===== config.mk =====
export PLATFORM = sky130hd
export DESIGN_NAME = sod_board_ctrl
export DESIGN_NICKNAME = d
export VERILOG_FILES = /design/src/rtl/sod_board_ctrl.sv
export SDC_FILE = /design/constraint.sdc
export NUM_CORES = 1
export LEC_CHECK = 0
export ABC_AREA = 0
export CAP_MARGIN = 40
export CORE_ASPECT_RATIO = 1.75
export CORE_MARGIN = 3
export CORE_UTILIZATION = 55
export CTS_BUF_LIST = sky130_fd_sc_hd__clkbuf_4 sky130_fd_sc_hd__clkbuf_8
export CTS_CLUSTER_DIAMETER = 200
export DETAILED_ROUTE_END_ITERATION = 10
export PLACE_DENSITY = 0.93
export SYNTH_ARGS = -nofsm -noshare
export SYNTH_HDL_FRONTEND = slang
export SYNTH_SLANG_ARGS = --single-unit

===== constraint.sdc =====
create_clock -name clk -period 4.9 [get_ports clk]
set_clock_uncertainty 0.05 [all_clocks]
set_input_delay 0.735 -clock clk [delete_from_list [all_inputs] [get_ports clk]]
set_output_delay 0.735 -clock clk [all_outputs]
set_load 0.02 [all_outputs]

===== src/rtl/sod_board_ctrl.sv =====
// Player-side sudoku board controller: holds the player board, cursor,
// placement checking, mistake count and the win/loss state machine.
// Optional feature macro: SOD_HINT_EN adds a once-per-game hint input and a
// hintUsed output.
//
// state | meaning
// LOAD  | one cycle for the answer key to settle; reload clues, clear game
// PLAY  | player moves the cursor and places symbols
// CHECK | scan the full board against the key, one cell per cycle
// WON   | sticky, clean scan
// LOST  | sticky, too many mistakes or scan mismatch
module sod_board_ctrl #(
  parameter int unsigned MAX_MISTAKES = 3,
  parameter logic [15:0] CLUE_MASK    = 16'hA5A5
) (
  input  logic                   clk,
  input  logic                   reset,
  input  logic                   newGame,
  input  logic [3:0][3:0][1:0]   cardArray,
  input  logic                   up,
  input  logic                   down,
  input  logic                   left,
  input  logic                   right,
  input  logic                   place,
  input  logic [1:0]             sel,
`ifdef SOD_HINT_EN
  input  logic                   hint,
  output logic                   hintUsed,
`endif
  output logic [1:0]             cursorRow,
  output logic [1:0]             cursorCol,
  output logic [3:0][3:0][1:0]   board,
  output logic [15:0]            filled,
  output logic [1:0]             mistakes,
  output logic                   wrongFlash,
  output logic                   playing,
  output logic                   won,
  output logic                   lost
);

  typedef enum logic [2:0] {S_LOAD, S_PLAY, S_CHECK, S_WON, S_LOST} state_t;

  localparam logic [1:0] MAX_M = 2'(MAX_MISTAKES);

  state_t               state_q, state_d;
  logic [1:0]           row_q, row_d, col_q, col_d;
  logic [3:0][3:0][1:0] board_q, board_d;
  logic [15:0]          filled_q, filled_d;
  logic [1:0]           mistakes_q, mistakes_d;
  logic                 flash_q, flash_d;
  logic [3:0]           scan_q, scan_d;
`ifdef SOD_HINT_EN
  logic                 hint_used_q, hint_used_d;
  logic                 hint_req;
  assign hint_req = hint;
`endif

  logic [3:0] cur_idx;
  logic [1:0] cur_key;
  logic       do_place;

  assign cur_idx = {row_q, col_q};
  assign cur_key = cardArray[row_q][col_q];

  // State and datapath registers, synchronous active-low reset
  always_ff @(posedge clk) begin
    if (!reset) begin
      state_q    <= S_LOAD;
      row_q      <= 2'd0;
      col_q      <= 2'd0;
      board_q    <= '0;
      filled_q   <= 16'd0;
      mistakes_q <= 2'd0;
      flash_q    <= 1'b0;
      scan_q     <= 4'd0;
`ifdef SOD_HINT_EN
      hint_used_q <= 1'b0;
`endif
    end else begin
      state_q    <= state_d;
      row_q      <= row_d;
      col_q      <= col_d;
      board_q    <= board_d;
      filled_q   <= filled_d;
      mistakes_q <= mistakes_d;
      flash_q    <= flash_d;
      scan_q     <= scan_d;
`ifdef SOD_HINT_EN
      hint_used_q <= hint_used_d;
`endif
    end
  end

  // Next-state logic: game flow, cursor moves, placement and board scan
  always_comb begin
    state_d    = state_q;
    row_d      = row_q;
    col_d      = col_q;
    board_d    = board_q;
    filled_d   = filled_q;
    mistakes_d = mistakes_q;
    flash_d    = 1'b0;
    scan_d     = scan_q;
    do_place   = 1'b0;
`ifdef SOD_HINT_EN
    hint_used_d = hint_used_q;
`endif
    if (newGame) begin
      state_d = S_LOAD;
    end else begin
      case (state_q)
        S_LOAD: begin
          for (int r = 0; r < 4; r++)
            for (int c = 0; c < 4; c++)
              board_d[r][c] = CLUE_MASK[r*4+c] ? cardArray[r][c] : 2'b00;
          filled_d   = CLUE_MASK;
          mistakes_d = 2'd0;
          row_d      = 2'd0;
          col_d      = 2'd0;
`ifdef SOD_HINT_EN
          hint_used_d = 1'b0;
`endif
          state_d    = S_PLAY;
        end
        S_PLAY: begin
          scan_d = 4'd0;
          // Exit conditions are judged on the registered board so the game
          // freezes for the transition cycle.
          if (mistakes_q >= MAX_M) begin
            state_d = S_LOST;
          end else if (&filled_q) begin
            state_d = S_CHECK;
          end else begin
            do_place = place;
`ifdef SOD_HINT_EN
            if (hint_req) begin
              do_place = 1'b0;
              if (!hint_used_q && !filled_q[cur_idx]) begin
                board_d[row_q][col_q] = cur_key;
                filled_d[cur_idx]     = 1'b1;
                hint_used_d           = 1'b1;
              end
            end
`endif
            if (do_place && !filled_q[cur_idx]) begin
              if (sel == cur_key) begin
                board_d[row_q][col_q] = sel;
                filled_d[cur_idx]     = 1'b1;
              end else if (mistakes_q < MAX_M) begin
                mistakes_d = mistakes_q + 2'd1;
                flash_d    = 1'b1;
              end
            end
            // 2-bit cursor arithmetic gives the mod-4 wrap for free
            if (up)         row_d = row_q - 2'd1;
            else if (down)  row_d = row_q + 2'd1;
            else if (left)  col_d = col_q - 2'd1;
            else if (right) col_d = col_q + 2'd1;
          end
        end
        S_CHECK: begin
          if (board_q[scan_q[3:2]][scan_q[1:0]] != cardArray[scan_q[3:2]][scan_q[1:0]])
            state_d = S_LOST;
          else if (scan_q == 4'd15)
            state_d = S_WON;
          else
            scan_d = scan_q + 4'd1;
        end
        S_WON, S_LOST: begin
          state_d = state_q;
        end
        default: state_d = S_LOAD;
      endcase
    end
  end

  assign cursorRow  = row_q;
  assign cursorCol  = col_q;
  assign board      = board_q;
  assign filled     = filled_q;
  assign mistakes   = mistakes_q;
  assign wrongFlash = flash_q;
  assign playing    = (state_q == S_PLAY);
  assign won        = (state_q == S_WON);
  assign lost       = (state_q == S_LOST);
`ifdef SOD_HINT_EN
  assign hintUsed   = hint_used_q;
`endif

endmodule


Yosys cells after proc, flatten, opt, wreduce, memory -nomap -nowiden
Index checks and enable logic that the tools add are counted.

Output and inout port bits: 58. Flip-flop bits (word level): 62. Bits of input ports: 42.

Magnitude comparators: 10. Muxes and demuxes: 58. Reduce and logical (&&, ||, !) cells: 18. Equal/unequal tests: 21. Bitwise logic cells: 6. $add $sub $neg: 6.

Operators by type and width (number): $mux 32 (4); $mux 16 (4); $pmux 32 s2 (1); $bmux 8 s2 (3); $mux 2 (19); $bwmux 32 (1); $mux 8 (4); $pmux 16 s2 (1); $demux 8 s2 (1); $or 16x16->16 (1); $reduce_and 16->1 (1); $ne 2x2->1 const B (7); $reduce_and 7->1 (2); $bmux 2 s2 (3); $lt 2x3->1 const B (4); $mux 3 (4); $pmux 2 s2 (3); $pmux 3 s4 (1); $ne 3x3->1 const B (3); $mux 4 (2); $pmux 4 s2 (1); $reduce_or 7->1 (1); $add 2x1->2 const B (3); $eq 3x2->1 const B (2); 28 further kinds (43).

Longest topological paths before layout
Depth after elaboration: 12. Gate-level depth with buffers: 11.

Least setup slack after synthesis
OpenSTA, ideal clock, no wires.

Kind: reg2reg. From: register col_q[0] (netlist: cursorCol[0]). To: register board_q (netlist bit board[3]). Setup time: 0.117 ns. Arrival time: 2.659 ns. Setup slack: 2.074 ns. Cell stages (with the launch flop): 10. Period minus slack after synthesis: 2.826 ns. Path through: dfxtp_1 > buf_6 > mux4_2 > mux4_2 > nor2b_2 > inv_1 > a211oi_4 > buf_4 > a21oi_1 > a22o_1.

Cells in the longest elaborated chain, start to end: 12. Elaborated cells between the ends (all ways): 23.

RTL lines: start: declaration (RTL line 46) `logic [1:0] row_q, row_d, col_q, col_d;`; start signal: assignment (RTL line 82) `col_q <= col_d;`; $lt 2x3->1 (implied by the code) or $ge 2x1->1 (tied branches) (RTL line 147) `board_d[row_q][col_q] = sel;`; $logic_and 1x1->1 (implied by the code) (RTL line 147); $mux 2 (implied by the code) (RTL line 147); $demux 2 s2 (RTL line 147); $mux 8 (implied by the code) (RTL line 147); $demux 8 s2 (RTL line 147); $bwmux 32 (RTL line 147); $mux 32 (RTL line 146) `if (sel == cur_key) begin`; $mux 32 (RTL line 145) `if (do_place && !filled_q[cur_idx]) begin`; $mux 32 (RTL line 131) `end else if (&filled_q) begin`; $mux 32 (RTL line 129) `if (mistakes_q >= MAX_M) begin`; $pmux 32 s2 (RTL line 111) `case (state_q)`; end signal: assignment (RTL line 83) `board_q <= board_d;`; end: declaration (RTL line 47) `logic [3:0][3:0][1:0] board_q, board_d;`.

Several ways; a longest one is shown, not always the timed one. The select of a mux whose other input is x is not followed. A chain may end at the register's enable or synchronous reset.

Worst setup path in the final report
From: register row_q[0] (netlist: cursorRow[0]). To: register board_q (netlist bit board[20]).

Cells in the longest elaborated chain, start to end: 10. Elaborated cells between the ends (all ways): 23.

RTL lines: start: declaration (RTL line 46); start signal: assignment (RTL line 81) `row_q <= row_d;`; $lt 2x3->1 (implied by the code) or $ge 2x1->1 (tied branches) (RTL line 147); $logic_and 1x1->1 (implied by the code) (RTL line 147); $mux 8 (implied by the code) (RTL line 147); $demux 8 s2 (RTL line 147); $bwmux 32 (RTL line 147); $mux 32 (RTL line 146); $mux 32 (RTL line 145); $mux 32 (RTL line 131); $mux 32 (RTL line 129); $pmux 32 s2 (RTL line 111).

Several ways; a longest one is shown, not always the timed one. The select of a mux whose other input is x is not followed.

==> summary.txt <==
Logic synthesis
  – Flops & latches, synth: 62
  – Synth Area per Inst: 9.48 sq um
  – Top FF cell, synth: dfxtp_1
  – Sequential element share of the synthesized area: 32.3%
  – Area leader, netlist: dfxtp_1
  – Yosys Warn Count: 0
  – Asr flop ratio synth: 0%
  – Synth top area share: 32.3%
  – Post-synthesis cell count: 406
  – Post-synth EDFFs: 0
  – Syn_nets: 450
  – Synth top area cells: dfxtp_1, mux4_2, a211oi_1, mux2i_1, nor2_1
  – Synth Cell Area: 3850 sq um
  – Count of different cell masters after synthesis: 53

Placement
  – Routability congestion estimate: 0.963
  – Port bufs: 99
  – Post-DP HPWL: 10000 um

Power and ir drop
  – Switching pwr: 0.376 mW
  – Clk network pwr share: 39.0%
  – P_int: 0.930 mW
  – Total power: 1.31 mW
  – P_leak: 1.75 nW
  – Pwr dens: 258 nW/um^2
  – Sw frac: 28.8%
  – Logic gate share of total power: 19.2%
  – Maximum VDD drop: 238 uV
  – Sequential share of power: 41.8%

Worst setup path
  – Worst Setup EP: board[20]
  – WP data arrival: 4.12 ns
  – Worst reg2reg path depth: 8
  – Worst R2R Start: cursorRow[0]
  – Crit Path Max Fanout: 23
  – Worst setup EP type: register
  – Critical path required time: 5.05 ns
  – Worst setup startpoint: cursorRow[0]
  – Startpoint types: register
  – Kind of critical path: reg -> reg
  – R2R Setup Slk: 0.93 ns
  – Capturing point of the worst reg2reg path: board[20]

Final layout
  – Share of layout cells above drive strength 1: 14.3%
  – Layout overhead on the synthesized area: 31.7%
  – Antenna cells: 0
  – Nets: 535

Drt
  – Routed Antenna Nets: 0
  – Drt pass-1 iters: 6
  – DRC Markers: 0
  – Routed vias/inst: 7.05
  – Avg WL per Cell: 23.8 um
  – WL final: 13700 um
  – Initial DRC Count: 616
  – Via count: 4074

Clocking
  – CTS Buffer Depth: 2
  – Num Clock Sinks: 62
  – Post-CTS Setup Bufs: 0
  – CTS tree: yes
  – H-tree levels: 3
  – TritonCTS Buffers: 9
  – Clk slew on worst S/H paths: 0.08 ns
  – Clk_lat worst skew: 0.35 ns
  – # hold bufs at CTS: 0
  – Post_cts resized: 0
  – CTS Root Cell: clkbuf_8

GRT
  – Initial antenna violation count: 0
  – GRT Util Overall: 34.4%
  – Vias in the first global route: 4130
  – GRT overflow: 0
  – Largest net degree at the start of global routing: 46
  – First-pass GRT wire length: 21600 um

Timing
  – Setup TNS: 0 ns
  – Max-slew violation count: 0
  – Final setup vio count: 0
  – Slew Limit Headroom: 40.7%
  – Max Fclk: 252 MHz
  – RSZ-0062 raised after global routing: no
  – Tcrit/Tclk final: 81.0%
  – Final period demand of the worst path: 3.97 ns
  – Fin. Hold Viols: 0
  – Worst-Margin Slew: 0.886 ns

Die
  – Starting Density: 58.0%
  – Die Footprint: 8070 sq um
  – Die Span X: 69.2 um
  – Core area: 6640 sq um
  – # IOs: 100
  – Placement Rows: 39
  – Chip height: 117 um

Hold path
  – Tightest Hold Check Type: reg -> reg

Job
  – Max cap viols: 0

Run status
  – Status: finished, final reports clean
[layout by cell type (no fill, tap or decap), types with 9 or more instances in the layout]
cell / n
nand3_1: 21
nand2_1: 14
nor2_1: 35
o21ai_0: 23
mux4_2: 27
a211oi_1: 22
a22o_1: 14
clkbuf_8: 9
dfxtp_1: 62
and3_1: 12
mux2i_1: 14
buf_4: 9
clkdlybuf4s50_1: 99
a21oi_1: 23
[cells in the mapped netlist, drive strengths merged, types with 2 or more instances]
library cell / count
dfxtp: 62
nor2: 35
mux4: 27
a211oi: 26
o21ai: 26
a21oi: 23
clkbuf: 21
nand3: 21
nor3: 15
a22o: 14
buf: 14
mux2i: 14
nand2: 14
and3: 12
nor2b: 9
nand3b: 6
nand4: 6
a21boi: 5
nand2b: 5
a22oi: 4
and2: 4
inv: 4
nor4: 4
xor2: 4
o31a: 3
or3: 3
a21o: 2
a31o: 2
a31oi: 2
and3b: 2
and4: 2
ha: 2
or3b: 2
xnor2: 2
[critical path, cell delays in order, from the launching register on]
cell      delay, ns
dfxtp_1        0.86
buf_4          0.35
mux2i_1        0.10
mux4_2         0.48
xor2_1         0.17
nand3_1        0.19
a211oi_4       0.84
nor4b_2        0.59
a211oi_1       0.16
[worst min path at each step]
stage                     start           to  slack, ns  cells after the start
detailed placement     board[9]     board[9]       0.43                      1
global route           board[3]     board[3]       0.47                      1
finish                 board[3]     board[3]       0.46                      1
global placement    mistakes[1]  mistakes[1]       0.44                      2
CTS                    board[9]     board[9]       0.46                      1
floorplan             board[13]    board[13]       0.51                      2
[power by group through the flow]
stage               Sequential (mW)  Combinational, mW  Clock [mW]
finish                        0.546              0.250       0.510
global route                  0.547              0.264       0.528
CTS                           0.544              0.246       0.507
detailed placement            0.555              0.243           0
global placement              0.555              0.234           0
floorplan                     0.566              0.120           0
[registers in the layout (all words and copies together) (netlist names)]
signal,cells
filled,16
scan_q,4
mistakes,2
board,32
cursorCol,2
wrongFlash,1
cursorRow,2
state_q,3
[layout make-up]
class	instances	area, sq um
Sequential cell	62	1240
Tap cell	82	103
Timing Repair Buffer	109	1070
Clock inverter	7	95.1
Inverter	4	15.0
Multi-Input combinational cell	305	2420
Fill cell	462	1570
Clock buffer	9	124
[stage by stage]
stage                     std cells  util, %  instance area, sq um  hold WS [ns]  worst slack (ns)
final                           578     76.3                  5070         0.458             0.931
after global routing            578     76.3                  5070         0.473             0.800
after CTS                       578     76.3                  5070         0.459              1.02
after detailed placement        562     73.0                  4850         0.434             0.861
after global placement          561     72.9                  4840         0.436             0.986
after floorplan                 406        -                  3850         0.505              2.07
[metal layers]
| metal | track usage [%] | wire, um | vias to the layer above |
|---|---|---|---|
| li1 | - | - | 1731 |
| met3 | 6.29 | 1170 | 88 |
| met2 | 59.0 | 6880 | 310 |
| met1 | 38.0 | 4610 | 1945 |
| met4 | 25.2 | 1070 | 0 |
| met5 | 0 | 0 | - |
[cell families (layout without fill, tap and decap cells)]
logic type | after synthesis | count (layout) | synth area share [%]
flip-flops | 62 | 62 | 32.3
XOR/XNOR | 6 | 6 | 1.37
adder cells (fa/ha/maj) | 2 | 2 | 0.650
AND/OR/NAND/NOR | 143 | 143 | 20.9
multiplexers | 41 | 41 | 19.4
AO/OA/AOI/OAI | 113 | 113 | 20.3
buffers and inverters | 39 | 129 | 5.04
Note: power is estimated with default switching activity, not from simulation.
